**src/rtl/cipher_seq_ctrl.sv**
```systemverilog
// cipher_seq_ctrl: load/readout sequencer for an external byte-chaining cipher datapath.
// Optional CIPHER_SEQ_TIMEOUT_EN: abandon a readout after 255 stalled cycles and pulse err.
module cipher_seq_ctrl (
  input  logic       clk,
  input  logic       rst_n,
  input  logic [7:0] in_data,
  input  logic       in_valid,
  output logic       in_ready,
  input  logic       start,
  input  logic       mode,
  output logic [7:0] out_data,
  output logic       out_valid,
  input  logic       out_ready,
  output logic       busy,
  output logic [2:0] count,
  output logic       err,
  output logic [7:0] cph_ui,
  output logic       cph_encrypt,
  output logic       cph_inc,
  output logic       cph_view,
  output logic [1:0] cph_ct,
  input  logic [7:0] cph_out
);
  typedef enum logic [1:0] {IDLE, STEP, RSET, ROUT} state_t;
  state_t state_q, state_d;
  logic [2:0] count_q, count_d;
  logic [1:0] idx_q, idx_d, ct_q, ct_d;
  logic [7:0] ui_q, ui_d, od_q, od_d;
  logic in_ready_q, in_ready_d, ov_q, ov_d, busy_q, busy_d, err_q, err_d;
  logic enc_q, enc_d, inc_q, inc_d, view_q, view_d;
`ifdef CIPHER_SEQ_TIMEOUT_EN
  logic [7:0] tmo_q, tmo_d;
`endif
  always_comb begin
    state_d = state_q;
    count_d = count_q;
    idx_d   = idx_q;
    ct_d    = ct_q;
    ui_d    = ui_q;
    od_d    = od_q;
    ov_d    = ov_q;
    enc_d   = enc_q;
    view_d  = view_q;
    inc_d   = 1'b0;
    err_d   = 1'b0;
`ifdef CIPHER_SEQ_TIMEOUT_EN
    tmo_d   = tmo_q;
`endif
    case (state_q)
      IDLE: begin
        enc_d = 1'b0;
        // start outranks a simultaneous byte offer
        if (start && count_q != 3'd0) begin
          state_d = RSET;
          view_d  = mode;
          idx_d   = 2'(count_q - 3'd1);
          ct_d    = 2'(count_q - 3'd1);
        end else if (!start && in_valid && in_ready_q && count_q < 3'd4) begin
          state_d = STEP;
          ui_d    = in_data;
          enc_d   = 1'b1;
          inc_d   = 1'b1;
        end
      end
      STEP: begin
        state_d = IDLE;
        count_d = (count_q < 3'd4) ? count_q + 3'd1 : count_q;
      end
      RSET: begin
        state_d = ROUT;
        od_d    = cph_out;
        ov_d    = 1'b1;
`ifdef CIPHER_SEQ_TIMEOUT_EN
        tmo_d   = 8'd0;
`endif
      end
      default: begin
        if (out_ready) begin
          ov_d    = 1'b0;
          state_d = (idx_q == 2'd0) ? IDLE : RSET;
          idx_d   = (idx_q == 2'd0) ? idx_q : idx_q - 2'd1;
          ct_d    = (idx_q == 2'd0) ? ct_q : idx_q - 2'd1;
        end
`ifdef CIPHER_SEQ_TIMEOUT_EN
        else if (tmo_q == 8'd254) begin
          ov_d    = 1'b0;
          err_d   = 1'b1;
          state_d = IDLE;
        end else begin
          tmo_d = tmo_q + 8'd1;
        end
`endif
      end
    endcase
    in_ready_d = (state_d == IDLE) && (count_d < 3'd4);
    busy_d     = (state_d != IDLE);
  end
  always_ff @(posedge clk or negedge rst_n) begin
    if (!rst_n) begin
      state_q    <= IDLE;
      count_q    <= 3'd0;
      idx_q      <= 2'd0;
      ct_q       <= 2'd0;
      ui_q       <= 8'd0;
      od_q       <= 8'd0;
      ov_q       <= 1'b0;
      enc_q      <= 1'b0;
      inc_q      <= 1'b0;
      view_q     <= 1'b0;
      in_ready_q <= 1'b0;
      busy_q     <= 1'b0;
      err_q      <= 1'b0;
`ifdef CIPHER_SEQ_TIMEOUT_EN
      tmo_q      <= 8'd0;
`endif
    end else begin
      state_q    <= state_d;
      count_q    <= count_d;
      idx_q      <= idx_d;
      ct_q       <= ct_d;
      ui_q       <= ui_d;
      od_q       <= od_d;
      ov_q       <= ov_d;
      enc_q      <= enc_d;
      inc_q      <= inc_d;
      view_q     <= view_d;
      in_ready_q <= in_ready_d;
      busy_q     <= busy_d;
      err_q      <= err_d;
`ifdef CIPHER_SEQ_TIMEOUT_EN
      tmo_q      <= tmo_d;
`endif
    end
  end
  assign in_ready    = in_ready_q;
  assign out_data    = od_q;
  assign out_valid   = ov_q;
  assign busy        = busy_q;
  assign count       = count_q;
  assign err         = err_q;
  assign cph_ui      = ui_q;
  assign cph_encrypt = enc_q;
  assign cph_inc     = inc_q;
  assign cph_view    = view_q;
  assign cph_ct      = ct_q;
endmodule
```
**config.mk**
```make
export PLATFORM = sky130hd
export DESIGN_NAME = cipher_seq_ctrl
export DESIGN_NICKNAME = d
export VERILOG_FILES = /design/src/rtl/cipher_seq_ctrl.sv
export SDC_FILE = /design/constraint.sdc
export NUM_CORES = 1
export LEC_CHECK = 0
export ABC_AREA = 1
export CORE_MARGIN = 2
export CORE_UTILIZATION = 43
export DETAILED_ROUTE_END_ITERATION = 12
export GPL_ROUTABILITY_DRIVEN = 0
export PLACE_DENSITY = 0.85
export RECOVER_POWER = 50
export SLEW_MARGIN = 5
export SYNTH_ARGS = -nofsm -noshare
export SYNTH_HDL_FRONTEND = slang
export SYNTH_SLANG_ARGS = --single-unit
```
**constraint.sdc**
```tcl
create_clock -name clk -period 1.75 [get_ports clk]
set_input_delay 0.4375 -clock clk [delete_from_list [all_inputs] [get_ports clk]]
set_output_delay 0.4375 -clock clk [all_outputs]
set_load 0.1 [all_outputs]
```
Yosys cells after proc, flatten, opt, wreduce, memory -nomap -nowiden. Cells that the tools add are included.

Register bits: 29. Bits of input ports: 22. Output and inout port bits: 28. Logic and storage cells: 58.

Add/subtract/negate cells: 3. Magnitude comparators: 2. Equality and inequality tests: 4. Multiplexer cells: 16. Bitwise gates (word level): 3. Reductions and logical operators: 19.

Operators by type and width (count): two-way mux 2 bit (7); logical NOT 2 bit (3); less-than comparator 3 bit (second input constant) (2); two-way mux 3 bit (2); one-hot mux 2 bit (3 select lines) (1); nonzero test 2 bit (3); logical AND 1 bit (5); two-way mux 1 bit (4); one-hot mux 2 bit (2 select lines) (1); AND reduction 2 bit (2); AND reduction 4 bit (1); OR reduction 2 bit (2); subtractor 2 x 1 -> 2 bit (second input constant) (2); adder 3 x 1 -> 3 bit (second input constant) (1); NOT 1 bit (3); AND reduction 3 bit (1); nonzero test 3 bit (1); == test 2 x 1 -> 1 bit (second input constant) (1); == test 2 bit (second input constant) (1); != test 2 x 1 -> 1 bit (second input constant) (1); != test 2 bit (second input constant) (1); one-hot mux 1 bit (2 select lines) (1); logical NOT 1 bit (1).

Depth between registers and ports, before layout. Gate-level depths: netlist (run 1).

Word-level depth: 9. Gate-level depth with buffers: 9. Mapped depth without buffers: 9.

Least setup slack after synthesis (run 1). Ideal clock, no wire load.

Path type: register to register. From: register count_q[0], in the netlist count[0]. To: register view_q, in the netlist cph_view. Setup time: 128 ps. Data arrival time: 1841 ps. Required time: 1622 ps. Path slack: -220 ps. Stages on the path, launching flop included: 6. Buffers on the path: 0. Period minus slack after synthesis: 1970 ps. Cells stage by stage: dfrtp_1 inv_1 ha_1 nand2_1 nand3_1 mux2_1.

Cells in the longest elaborated chain, start to end: 3.

Ends and longest elaborated chain: start, declared (RTL line 26) `logic [2:0] count_q, count_d;`; start signal, assigned (RTL line 118) `count_q <= count_d;`; nonzero test 3 bit (RTL line 53) `if (start && count_q != 3'd0) begin`; logical AND 1 bit (RTL line 53); AND reduction 2 bit (no source line); end signal, assigned (RTL line 126) `view_q <= view_d;`; end, declared (RTL line 30) `logic enc_q, enc_d, inc_q, inc_d, view_q, view_d;`.

No other way between the ends. A chain may end at the register's enable or synchronous reset.

Final worst setup path (run 1).
From: register state_q[0]. To: register in_ready_q, in the netlist in_ready.

Cells in the longest elaborated chain, start to end: 5. Elaborated cells between the ends (all ways): 11. Classes of those cells: order compare: 1; eq/ne: 2; mux: 5; reduce/logical: 3.

Ends and longest elaborated chain: start, declared (RTL line 25) `state_t state_q, state_d;`; start signal, assigned (RTL line 117) `state_q <= state_d;`; parallel branches: the longest is 4 deep, another holds less-than comparator 3 bit; logical AND 1 bit * (RTL line 95) `in_ready_d = (state_d == IDLE) && (count_d < 3'd4);`; net in_ready_d (RTL line 29) `logic in_ready_q, in_ready_d, ov_q, ov_d, busy_q, busy_d, err_q, err_d;`; end signal, assigned (RTL line 127) `in_ready_q <= in_ready_d;`; end, declared (RTL line 29).

Mark *: on every way through the listed nets, which the timed path passes.

==> results of run 1 <==
==> metrics by stage <==
step                worst slack, ns  hold slack [ns]  utilization [%]  std cells
floorplan                   0.02547           0.1419                -        150
global placement             0.1282           0.5173            74.17        229
detailed placement          0.02873           0.5220            74.17        229
CTS                          0.1643           0.4927            76.12        237
global route                0.02674           0.4975            74.97        237
finish                       0.1400           0.4796            74.97        237
==> cells by family (layout without fill, tap and decap cells) <==
family          after synthesis  count (layout)  share of synthesized area, %
simple gates                 84              84                         26.68
flops                        29              29                         55.66
buf+inv                      17              73                         5.278
compound gates               10              10                         4.127
fa+ha+maj                     6               6                         5.758
xor+xnor                      2               2                         1.344
other cells                   1               1                        0.2876
mux                           1               1                        0.8637
==> path summary, 6_finish.rpt <==
path,endpoint,slack [ns],cells past startpoint
setup / recovery,in_ready,0.14,9
hold / removal,out_data[6],0.48,2
setup reg to reg,in_ready,0.14,9
hold reg to reg,out_data[6],0.48,2
max in group asynchronous,count[0],0.60,2
min in group asynchronous,cph_ct[1],0.67,2
==> synth_stat cells <==
library cell / instances
nand3_1: 3
ha_1: 6
conb_1: 1
inv_1: 12
nor2_8: 1
mux2_1: 1
clkinv_1: 1
nand2_2: 4
o21ai_1: 2
xor2_1: 1
inv_2: 2
buf_4: 1
a21oi_1: 3
buf_2: 1
a21oi_2: 1
nor2_2: 1
nand2_1: 69
o21ai_0: 4
dfrtp_1: 29
xnor2_1: 1
nor2_1: 6
==> flip-flops by register name, indices dropped and copies added, names as in the netlist <==
name and flops:
cph_ui 8, cph_ct 2, cph_inc 1, state_q 2
busy 1, cph_view 1, out_valid 1, count 3
cph_encrypt 1, out_data 8, in_ready 1
==> layer usage <==
layer | vias to the layer above | GRT usage [%]
met3 | 6 | 7.860
met4 | 0 | 8.442
li1 | 562 | -
met2 | 38 | 32.54
met1 | 520 | 22.79
met5 | - | 0
==> critical path: stages, from the launching register on <==
cell	delay (ns)
dfrtp_1	0.43
inv_1	0.12
ha_1	0.32
inv_2	0.16
a21oi_2	0.16
nand2_1	0.08
nand2_1	0.07
nand2_2	0.06
nand2_2	0.07
nor2_2	0.04
==> cell type report <==
cell class / count / area [um2]
clock inverters: 3 / 17.52
flip-flops and latches: 29 / 728.2
multi-input cells: 104 / 509.2
inverters: 15 / 56.30
fillers: 204 / 708.2
clock buffers: 5 / 37.54
well taps: 31 / 38.79
repair buffers: 50 / 733.2
==> flow_summary.toml, run 1 <==
[run_status]
status = "complete, no violations"

[sta]
tns_ns = 0
drv_slew = 0
worstMarginPinSlew_ns = 0.6823
hold_violations = 0
fin_crit_sh_pct = 92.00
slew_headroom_pct = 54.51
min_period_ns = 1.610
rsz0062_at_grt = "no"
setup_viol = 0
skew_ns = 0.007709
max_freq_mhz = 621.1

[synth]
ys_warn_count = 0
syn_area_per_cell_um2 = 8.692
ys_ff_latch = 29
synth_nets = 178
yosys.area.top_type_share_pct = 55.66
synthDistinctLibCells = 21
ys_seq_area_share_pct = 55.66
synth_top_area_cell = "dfrtp_1"
syn_inst = 150
synth_area_leaders = "dfrtp_1 (56%), nand2_1 (20%), ha_1 (5.8%)"
syn_area_um2 = 1304

[place]
dp_hpwl_mm = 2.324
placed_area_um2 = 2098
io_buffer_count = 48

[routing]
routed-wl-met3_um = 204
wirelength_mm = 2.953
top_layer = "met4"
wl_per_cell_um = 12.46
dr.pass1.iters = 4
drt_iter0_markers = 32
via_per_inst = 4.751
ant_nets = 0
route.met2.wl_mm = 1.494
met1Wirelength_mm = 1.197
drc = 0
vias = 1126

[final_layout]
syn_to_final_growth_pct = 62.67
drive_gt1_share_pct = 23.30
final_common_cell = "nand2_1"
nNetsFinal = 233
post-route-cell-area_um2 = 2121
layout_common_cells = "nand2_1 (69), dfrtp_1 (27), buf_12 (25)"
num_antenna_cells = 0

[die]
die_area_um2 = 3489
die_w_um = 59.07
start_util_pct = 46.09
ios = 50
rows = 19
core-area_um2 = 2829
die_h_um = 59.07

[cts]
cts-root-buf = "clkbuf_4"
cts_max_path_buffers = 2
cts_max_level = 2
cts_num_sinks = 29
ctsHoldBuffers = 0
cts_tree = "done"
numCtsBuffers = 5
post_cts_resized = 0
path_clk_slew_ns = 0.10
post-cts-setup-buffers = 0
clock_latency_ns = 0.32

[run]
maxCapViolCount = 0

[worst_setup_path]
crit_start = "state_q[0]"
required_ns = 1.98
critPathMaxFanout = 7
path_class = "flop to flop"
end_kind = "flop"
arrival_ns = 1.84
start_kind = "flop"
r2r_start = "state_q[0]"

[grt]
antenna_found_initial = 0
grtUsageTotal_pct = 19.76
grt_pass1_vias = 1168
gr-total-overflow = 0
grt_first_pass_wirelength_mm = 5.078
grt_max_degree = 30

[min_path]
holdCritStartpoint = "out_data[6]"
min_path_type = "flop to flop"
Power of run 1 is left out: the tool's default activity adds up to more than one toggle a clock period on the data nets, which glitch-free logic cannot reach.
==> inputs of run 2 (changes only) <==
--- a/config.mk
+++ b/config.mk
@@ -7,10 +7,11 @@
 export LEC_CHECK = 0
 export ABC_AREA = 1
 export CORE_MARGIN = 2
-export CORE_UTILIZATION = 43
+export CORE_UTILIZATION = 45
+export CTS_BUF_LIST = sky130_fd_sc_hd__clkbuf_4 sky130_fd_sc_hd__clkbuf_8
 export DETAILED_ROUTE_END_ITERATION = 12
 export GPL_ROUTABILITY_DRIVEN = 0
-export PLACE_DENSITY = 0.85
+export PLACE_DENSITY = 0.88
 export RECOVER_POWER = 50
 export SLEW_MARGIN = 5
 export SYNTH_ARGS = -nofsm -noshare
==> run 2 against run 1 <==
Final area down 2.7%. Sequential share of layout area is 0.96 points higher. Clock skew increased by 0.0052 ns. Die area down 4.2%. Critical path depth fell by 8. Non-clock buffer count stayed put. Count of clock-buffer cells in the layout unchanged. Setup slack improved by 0.024 ns. Critical endpoint is now out_valid. Critical path type is now flop to primary output. Routed wire length up 6.3%. Cell count did not move.
==> flow_summary.toml, run 2 (synthesis gave the netlist of run 1 again) <==
[min_path]
min_path_type = "flop to flop"

[sta]
drv_slew = 0
slew_headroom_pct = 53.43
tns_ns = 0
hold_violations = 0
setup_viol = 0
skew_ns = 0.01293
rsz0062_at_grt = "no"
worstMarginPinSlew_ns = 0.6985
min_period_ns = 1.586
fin_crit_sh_pct = 90.64
max_freq_mhz = 630.4

[cts]
numCtsBuffers = 5
cts_num_sinks = 29
post-cts-setup-buffers = 0
ctsHoldBuffers = 0
path_clk_slew_ns = 0.09
post_cts_resized = 0
cts_max_level = 2
cts-root-buf = "clkbuf_4"
clock_latency_ns = 0.34
cts_tree = "done"
cts_max_path_buffers = 2

[routing]
ant_nets = 0
wl_per_cell_um = 13.24
dr.pass1.iters = 4
wirelength_mm = 3.139
drc = 0
via_per_inst = 4.861
vias = 1152
drt_iter0_markers = 16

[run]
maxCapViolCount = 0

[worst_setup_path]
arrival_ns = 1.15
start_kind = "flop"
crit_buf_inv = 1
crit_path_top_delay_cell = "clkbuf_2"
path_cells = "clkbuf_2"
end_kind = "primary output"
required_ns = 1.31
path_class = "flop to primary output"
cpPeakStageDelay_ns = 0.46
critPathMaxFanout = 2
cpLargestDelayFamily = "buffers and inverters"

[grt]
gr-total-overflow = 0
grtUsageTotal_pct = 21.54
antenna_found_initial = 0
grt_first_pass_wirelength_mm = 5.313
grt_max_degree = 30
grt_pass1_vias = 1226

[final_layout]
num_antenna_cells = 0
post-route-cell-area_um2 = 2063
final_common_cell = "nand2_1"
drive_gt1_share_pct = 23.30
syn_to_final_growth_pct = 58.25
nNetsFinal = 233
fin_cells = 237
layout_common_cells = "nand2_1 (69), dfrtp_1 (27), clkdlybuf4s50_1 (20)"

[die]
core-area_um2 = 2758
ios = 50
die_area_um2 = 3344
die_w_um = 57.83
start_util_pct = 47.28
rows = 19
die_h_um = 57.83

[place]
dp_hpwl_mm = 2.432
placed_area_um2 = 2098
dpl.cell_count = 229
io_buffer_count = 48

[run_status]
status = "complete, no violations"
-- run 2: final cells by class --
type,count,area [um2]
fillers,192,694.4
multi-input cells,104,509.2
flip-flops and latches,29,728.2
well taps,31,38.79
repair buffers,50,628.1
clock inverters,3,65.06
inverters,15,56.30
clock buffers,5,37.54
-- run 2: per-stage QoR --
stage | setup slack [ns] | hold slack (ns) | util, %
finish | 0.1637 | 0.4797 | 74.82
global route | 0.05308 | 0.5100 | 74.82
CTS | 0.1880 | 0.4668 | 79.81
detailed placement | 0.07075 | 0.5214 | 76.09
global placement | 0.1291 | 0.5167 | 76.09
floorplan | 0.02547 | 0.1419 | -
-- run 2: path summary, 6_finish.rpt --
check | start | to | slack, ns | cells after the start
worst max-delay path | out_valid | out_valid | 0.16 | 1
worst min-delay path | out_data[2] | out_data[2] | 0.48 | 2
worst max register to register | state_q[1] | in_ready | 0.17 | 9
worst min register to register | out_data[2] | out_data[2] | 0.48 | 2
max in group asynchronous | rst_n | count[1] | 0.59 | 2
min in group asynchronous | rst_n | count[2] | 0.66 | 2
-- run 2: metal layers --
| metal | track usage, % | up-vias | wire (um) |
|---|---|---|---|
| li1 | - | 561 | - |
| met1 | 23.54 | 546 | 1235 |
| met2 | 36.69 | 39 | 1647 |
| met3 | 9.375 | 6 | 204 |
| met4 | 8.638 | 0 | 52 |
| met5 | 0 | - | 0 |
Power of run 2 is left out for the same reason.
